File: src/rtl/sat_accumulator_8bit.sv
// Frame accumulator: sums N_SAMPLES signed 8-bit samples through a lookahead adder,
// clamping or wrapping on signed overflow, and hands the result off via valid/ready.

// 8-bit carry-lookahead adder with signed overflow/underflow detection.
module cla_8bit_ovf_uvf (
  input  logic [7:0] a,
  input  logic [7:0] b,
  input  logic       cin,
  output logic [7:0] sum,
  output logic       ovf,
  output logic       uvf
);

  logic [7:0] g;
  logic [7:0] p;
  logic [8:0] c;

  assign g = a & b;
  assign p = a ^ b;

  // Each carry is expanded as a flat sum of generate terms gated by propagate chains.
  always_comb begin
    logic carry;
    logic prop;
    c     = '0;
    carry = 1'b0;
    prop  = 1'b0;
    c[0]  = cin;
    for (int i = 0; i < 8; i++) begin
      carry = g[i];
      prop  = p[i];
      for (int j = i - 1; j >= 0; j--) begin
        carry = carry | (prop & g[j]);
        prop  = prop & p[j];
      end
      carry    = carry | (prop & cin);
      c[i + 1] = carry;
    end
  end

  assign sum = p ^ c[7:0];
  // Same-sign operands whose sum flips sign mark overflow (positive) or underflow (negative).
  assign ovf = ~a[7] & ~b[7] &  sum[7];
  assign uvf =  a[7] &  b[7] & ~sum[7];

endmodule

module sat_accumulator_8bit #(
  parameter int unsigned N_SAMPLES = 16,
  parameter bit          SAT_EN    = 1'b1
) (
  input  logic       clk,
  input  logic       rst_n,
  input  logic       start,
  input  logic       in_valid,
  output logic       in_ready,
  input  logic [7:0] in_data,
  output logic       out_valid,
  input  logic       out_ready,
  output logic [7:0] out_data,
  output logic       ovf_flag,
  output logic       uvf_flag,
  output logic [7:0] sat_events,
  output logic       busy
);

  localparam int unsigned DATA_W = 8;
  localparam int unsigned CNT_W  = 8;
  localparam logic [DATA_W-1:0] POS_MAX = 8'h7F;
  localparam logic [DATA_W-1:0] NEG_MIN = 8'h80;
  localparam logic [CNT_W-1:0]  LAST_IDX = CNT_W'(N_SAMPLES - 1);
  localparam logic [7:0]        EV_MAX  = 8'hFF;

  typedef enum logic [1:0] {
    IDLE = 2'd0,
    ACC  = 2'd1,
    DONE = 2'd2
  } state_e;

  state_e            state_q, state_d;
  logic [DATA_W-1:0] acc_q, acc_d;
  logic [CNT_W-1:0]  cnt_q, cnt_d;
  logic              ovf_flag_q, ovf_flag_d;
  logic              uvf_flag_q, uvf_flag_d;
  logic [7:0]        sat_events_q, sat_events_d;
  logic              in_ready_q, in_ready_d;
  logic              out_valid_q, out_valid_d;
  logic              busy_q, busy_d;

  logic [DATA_W-1:0] cla_sum;
  logic              cla_ovf;
  logic              cla_uvf;
  logic              accept;

  cla_8bit_ovf_uvf u_cla (
    .a   (acc_q),
    .b   (in_data),
    .cin (1'b0),
    .sum (cla_sum),
    .ovf (cla_ovf),
    .uvf (cla_uvf)
  );

  assign accept = (state_q == ACC) && in_valid;

  // Next-state, datapath update and registered handshake/status outputs.
  always_comb begin
    state_d      = state_q;
    acc_d        = acc_q;
    cnt_d        = cnt_q;
    ovf_flag_d   = ovf_flag_q;
    uvf_flag_d   = uvf_flag_q;
    sat_events_d = sat_events_q;

    unique case (state_q)
      IDLE: begin
        if (start) begin
          acc_d        = '0;
          cnt_d        = '0;
          ovf_flag_d   = 1'b0;
          uvf_flag_d   = 1'b0;
          sat_events_d = '0;
          state_d      = ACC;
        end
      end
      ACC: begin
        if (accept) begin
          if (SAT_EN && cla_ovf) begin
            acc_d = POS_MAX;
          end else if (SAT_EN && cla_uvf) begin
            acc_d = NEG_MIN;
          end else begin
            acc_d = cla_sum;
          end
          if (cla_ovf) ovf_flag_d = 1'b1;
          if (cla_uvf) uvf_flag_d = 1'b1;
          if ((cla_ovf || cla_uvf) && (sat_events_q != EV_MAX)) begin
            sat_events_d = sat_events_q + 8'd1;
          end
          cnt_d = cnt_q + CNT_W'(1);
          if (cnt_q == LAST_IDX) state_d = DONE;
        end
      end
      DONE: begin
        if (out_ready) state_d = IDLE;
      end
      default: state_d = IDLE;
    endcase

    // Handshake outputs are registered decodes of the upcoming state.
    in_ready_d  = (state_d == ACC);
    out_valid_d = (state_d == DONE);
    busy_d      = (state_d != IDLE);
  end

  // State register with synchronous active-low reset.
  always_ff @(posedge clk) begin
    if (!rst_n) begin
      state_q      <= IDLE;
      acc_q        <= '0;
      cnt_q        <= '0;
      ovf_flag_q   <= 1'b0;
      uvf_flag_q   <= 1'b0;
      sat_events_q <= '0;
      in_ready_q   <= 1'b0;
      out_valid_q  <= 1'b0;
      busy_q       <= 1'b0;
    end else begin
      state_q      <= state_d;
      acc_q        <= acc_d;
      cnt_q        <= cnt_d;
      ovf_flag_q   <= ovf_flag_d;
      uvf_flag_q   <= uvf_flag_d;
      sat_events_q <= sat_events_d;
      in_ready_q   <= in_ready_d;
      out_valid_q  <= out_valid_d;
      busy_q       <= busy_d;
    end
  end

  assign in_ready   = in_ready_q;
  assign out_valid  = out_valid_q;
  assign out_data   = acc_q;
  assign ovf_flag   = ovf_flag_q;
  assign uvf_flag   = uvf_flag_q;
  assign sat_events = sat_events_q;
  assign busy       = busy_q;

endmodule

File: config.mk
export PLATFORM = sky130hd
export DESIGN_NAME = sat_accumulator_8bit
export DESIGN_NICKNAME = d
export VERILOG_FILES = /design/src/rtl/sat_accumulator_8bit.sv
export SDC_FILE = /design/constraint.sdc
export NUM_CORES = 1
export LEC_CHECK = 0
export ABC_AREA = 1
export CORE_ASPECT_RATIO = 0.6
export CORE_MARGIN = 2
export CORE_UTILIZATION = 45
export DETAILED_ROUTE_END_ITERATION = 7
export PLACE_DENSITY = 0.82
export SYNTH_ARGS = -nofsm -noshare
export SYNTH_HDL_FRONTEND = slang
export SYNTH_SLANG_ARGS = --single-unit
export TNS_END_PERCENT = 100
File: constraint.sdc
create_clock -name clk -period 2.1 [get_ports clk]
set_input_delay 0.315 -clock clk [delete_from_list [all_inputs] [get_ports clk]]
set_output_delay 0.315 -clock clk [all_outputs]
set_load 0.05 [all_outputs]
Word level (Yosys, flattened, before mapping) --
Cells that the tools add are included. Widths: inputs -> output; s select.
Word-level totals: register bits after elaboration 31, bits in latches 0, memory bits (writable) 0, ROM bits 0, bits of input ports 13, output and inout port bits 21, word-level logic and storage cells 121, memories 0
Operators by class: add/subtract/negate cells 2, $mul 0, divide/modulo/power cells 0, $lt $le $gt $ge 0, equal/unequal tests 11, shifts and indexed selects 0, multiplexer cells 22, bitwise operators 67, reductions and logical operators 10
Operator list (number):
- $mux 8 | 7
- $pmux 8 s2 | 3
- $and 1x1->1 | 40
- $or 1x1->1 | 21
- $add 8x1->8 const B | 2
- $xor 8x8->8 | 2
- $reduce_and 4->1 | 3
- $eq 8x4->1 const B | 1
- $mux 2 | 4
- $ne 2x2->1 const B | 4
- $ne 8x8->1 const B | 1
- $and 7x7->7 | 1
- $pmux 2 s3 | 1
- $mux 1 | 5
- $eq 2x1->1 const B | 2
- $eq 2x2->1 const B | 2
- $pmux 1 s2 | 2
- $reduce_bool 2->1 | 2
- $not 1->1 | 3
- $reduce_and 3->1 | 1
- $logic_and 1x1->1 | 2
- $logic_not 2->1 | 1
- $ne 2x1->1 const B | 1
- $logic_or 1x1->1 | 1

Logic depth before layout (Yosys ltp) --
depth after elaboration 16, mapped depth 13, depth with buffers taken out 13

Cells and area by module --
A second synthesis with hierarchy kept.
Unflattened totals: cells, all modules 299, area, all modules 2004.4 µm²
By module, submodules not included:
- sat_accumulator_8bit | instances 1, cells an instance 227, area each 1559.0 µm², sequential area each 620.6 µm²
- cla_8bit_ovf_uvf | instances 1, cells an instance 72, area each 445.4 µm², sequential area each 0.0 µm²

Worst setup path after synthesis --
OpenSTA, ideal clock, no wires.
kind register -> register, start register acc_q[6], in the netlist out_data[6], end register sat_events_q[0], in the netlist sat_events[0], library setup time 0.138 ns, arrival 1.932 ns, path slack 0.030 ns, stages on the path, launching flop included 12, path through dfxtp_1 ha_1 nand3_1 nand3_1 nor2_2 nand3_1 nand3_2 nand3_2 nand2_4 nand2_4 inv_6 a21oi_2
Between the ends: cells in the longest elaborated chain, start to end 15, elaborated cells on any way between the ends 27, classes of those cells 1 x eq/ne; 23 x bitwise; 3 x reduce/logical
RTL lines:
- start, declared | line 81 | logic [DATA_W-1:0] acc_q, acc_d;
- start signal, assigned | line 160 | acc_q <= '0;
- start signal, assigned | line 170 | acc_q <= acc_d;
- $xor 8x8->8 | line 19 | assign p = a ^ b;
- $and 1x1->1, on equally long branches | line 33, 34
- $or 1x1->1 (tied with other cells) (4 in series) | line 33 | carry = carry | (prop & g[j]);
- $or 1x1->1 / $and 1x1->1 (equally long branches) | line 33
- $or 1x1->1 * | line 33
- $xor 8x8->8 * | line 41 | assign sum = p ^ c[7:0];
- $not 1->1 | line 44 | assign uvf = a[7] & b[7] & ~sum[7];
- $and 1x1->1 | line 44
- $logic_or 1x1->1 * | line 137 | if ((cla_ovf || cla_uvf) && (sat_events_q != EV_MAX)) begin
- $logic_and 1x1->1 * | line 137
- $ne 2x1->1 (no line) *
- $reduce_and 4->1 (no line) *
- end signal, assigned | line 174 | sat_events_q <= sat_events_d;
- end, declared | line 85 | logic [7:0] sat_events_q, sat_events_d;
Mark *: on every way between the ends. The rest lies on a longest branch, timed or not. A chain may end at the register's enable or synchronous reset.

Worst setup path after layout --
start input in_data[5], end register sat_events_q[4], in the netlist sat_events[4]
Between the ends: cells in the longest elaborated chain, start to end 15, elaborated cells on any way between the ends 27, classes of those cells 1 x eq/ne; 23 x bitwise; 3 x reduce/logical
RTL lines:
- start, declared | line 57 | input logic [7:0] in_data,
- $and 7x7->7 / $xor 8x8->8 (equally long branches) | line 18, 19
- $and 1x1->1, on equally long branches | line 33, 34
- $or 1x1->1 (tied with other cells) (4 in series) | line 33
- $or 1x1->1 / $and 1x1->1 (equally long branches) | line 33
- $or 1x1->1 * | line 33
- $xor 8x8->8 * | line 41
- $not 1->1 | line 44
- $and 1x1->1 | line 44
- $logic_or 1x1->1 * | line 137
- $logic_and 1x1->1 * | line 137
- $ne 2x1->1 (no line) *
- $reduce_and 4->1 (no line) *
Marks and branches as above.

==> impl_metrics.tcl <==
set metrics [dict create \
    nFillCells 335 \
    clock-sinks 31 \
    multiInputGateArea_um2 1094 \
    wire_per_inst_um 12.16 \
    cts_setup_buffers 0 \
    leakage_nw 1.025 \
    cp.arrival_ps 2150 \
    numPortBuffers 33 \
    synth_area_per_cell_um2 7.333 \
    critPathCaptureType "flop" \
    use_met3_pct 5.061 \
    clockRootBuffer "clkbuf_8" \
    drc 0 \
    hold_viol 0 \
    synth_nets 276 \
    synth_top_area_share_pct 33.72 \
    cap_violations 0 \
    cts_buffers 5 \
    start_util_pct 48.61 \
    drive_gt1_share_pct 20.81 \
    worstPathRequired_ps 2280 \
    dieArea_um2 4635 \
    finalClockSkew_ps 1.884 \
    final_max_slew_viol_count 0 \
    status "completed" \
    yosys_warnings 0 \
    setup_tns_ps 0 \
    hpwl_um 3329 \
    fin_nets 322 \
    power_mw 1.677 \
    post-place-ws_ps -211.1 \
    core_area_um2 3786 \
    finalCritPeriodShare_pct 93.98 \
    seqCellArea_um2 620.6 \
    ys_seq_area_share_pct 33.72 \
    grt_overflow 0 \
    drt-initial-drc-count 78 \
    placed_area_um2 2273 \
    grt.total_usage_pct 20.19 \
    grt_setup_unrepaired "no" \
    ir_drop_uv 368.4 \
    dp_cells 337 \
    hp-class "reg2reg" \
    clockBufferDepth 2 \
    synth_most_common_cell "nand2_1" \
    pin_count 34 \
    fp.dieH_um 53.54 \
    slew-limit-headroom_pct 66.20 \
    finalWirelength_um 4196 \
    clock_latency_ps 280 \
    layout_setup_ws_ps 126.4 \
    cts.clk_slew.worst_paths_ps 70 \
    cts_max_level 2 \
    met1_usage_pct 28.18 \
    setup_viol_count_final 0 \
    path_class "in2reg" \
    yosys-top-cells-count "nand2_1, dfxtp_1, inv_1" \
    vias 1735 \
    instances_no_fill 345 \
    antenna_found_initial 0 \
    tightest_slew_ps 505.3 \
    synth_area_um2 1841 \
    synth-seq-cells 31 \
    ys_types 33 \
    startpoint_type "input port" \
    rows 17 \
    power_density_nw_per_um2 688.2 \
    grt_pass1_wl_um 7320 \
    synth_edf_count 0 \
    finalCriticalPeriod_ps 1974 \
    yosysTopAreaCell "dfxtp_1" \
    gp_congestion 0.8599 \
    fmax_mhz 506.7 \
    die_w_um 86.57 \
    grt_pass1_vias 1637 \
    synth_area_leaders "dfxtp_1, nand2_1, ha_1, nand3_1, inv_1" \
    firstDrtPassIters 4 \
    area_growth_syn_to_layout_pct 32.36 \
    grtUsageMet2_pct 32.95 \
    grt_max_degree 16 \
    synth-main-ff-cell "dfxtp_1" \
    cp_max_fo 7 \
    antennaDiodeCount 0 \
    cts_tree "yes" \
    postSynthCellCount 251 \
    via_per_inst 5.029 \
    ant_nets 0 \
    top_usage_layer "met2" \
    stdcell_area_um2 2436 \
    async_flop_share_pct 0 \
]
kinds of logic (layout without fill, tap and decap cells):
kind of cell	after synthesis	after routing	synth area share [%]
flip-flops	31	31	33.72
XOR/XNOR	2	2	0.9519
buffers and inverters	40	87	9.313
AND/OR/NAND/NOR	134	134	37.39
adder cells (fa/ha/maj)	12	12	8.566
AO/OA/AOI/OAI	32	32	10.06
worst max-delay path: stages:
cell             delay [ps]
clkdlybuf4s50_1         520
ha_4                    230
nand3_1                  90
nand3_2                  90
nor2_4                  160
nand2_2                  80
nand2_2                  90
nand3_2                 100
nand3_2                 100
nand2_4                  90
nand2_4                 100
inv_6                    60
nor2_2                   90
nor2_2                   40
repair_timing:
item / 4_1_cts / 5_1_grt
endpoints found under the hold margin: 0 / 0
gates resized for setup: 0 / 6
hold buffers: 0 / 0
setup endpoints to repair: 0 / 15
final timing paths:
check	start	to	slack, ps	depth (start not counted)
max reg2reg	sat_events[1]	sat_events[4]	250	12
min reg2reg	uvf_flag	uvf_flag	470	1
min	uvf_flag	uvf_flag	470	1
max	in_data[5]	sat_events[4]	130	14
layer usage:
| layer | up-vias | part of all wire (%) |
|---|---|---|
| met3 | 5 | 4.9 |
| met4 | 0 | 0.36 |
| met1 | 797 | 51 |
| met5 | - | 0 |
| li1 | 899 | - |
| met2 | 34 | 43 |
sequential cells by signal, indices dropped and copies added, names as in the netlist:
name,cells
busy,1
uvf_flag,1
ovf_flag,1
state_q,2
sat_events,8
out_data,8
out_valid,1
cnt_q,8
in_ready,1
cell type report:
cell class / count / share of cell area (%)
Clock buffer: 6 / 3.390
Timing Repair Buffer: 43 / 16.64
Clock inverter: 2 / 1.438
Multi-Input combinational cell: 180 / 44.89
Sequential cell: 31 / 25.48
Tap cell: 47 / 2.414
Inverter: 36 / 5.752
through the flow:
step / util (%) / hold slack [ps]
2_1_floorplan: - / 444.1
3_3_place_gp: 60.05 / 454.7
3_5_place_dp: 60.05 / 457.7
4_1_cts: 63.15 / 475.4
5_1_grt: 64.34 / 517.5
6_report: 64.34 / 473.7
layout by cell type (no fill, tap or decap), types with 4 or more instances in the layout:
master            n
buf_4            10
nand2_1          49
nand3_2           6
nand3_1          20
nor2_2           14
nand2_4           5
nor2_1           23
nand2_2           4
o21ai_0           4
clkdlybuf4s50_1  33
a31oi_1           4
a21oi_1          14
nand4_1           5
inv_2             4
dfxtp_1          31
clkbuf_8          6
ha_1              9
inv_1            30
power breakdown:
group,switching [mW],internal [mW]
clock network,0.222,0.384
registers,0.0301,0.617
logic,0.260,0.164
Power figures use the tool's default switching activity.
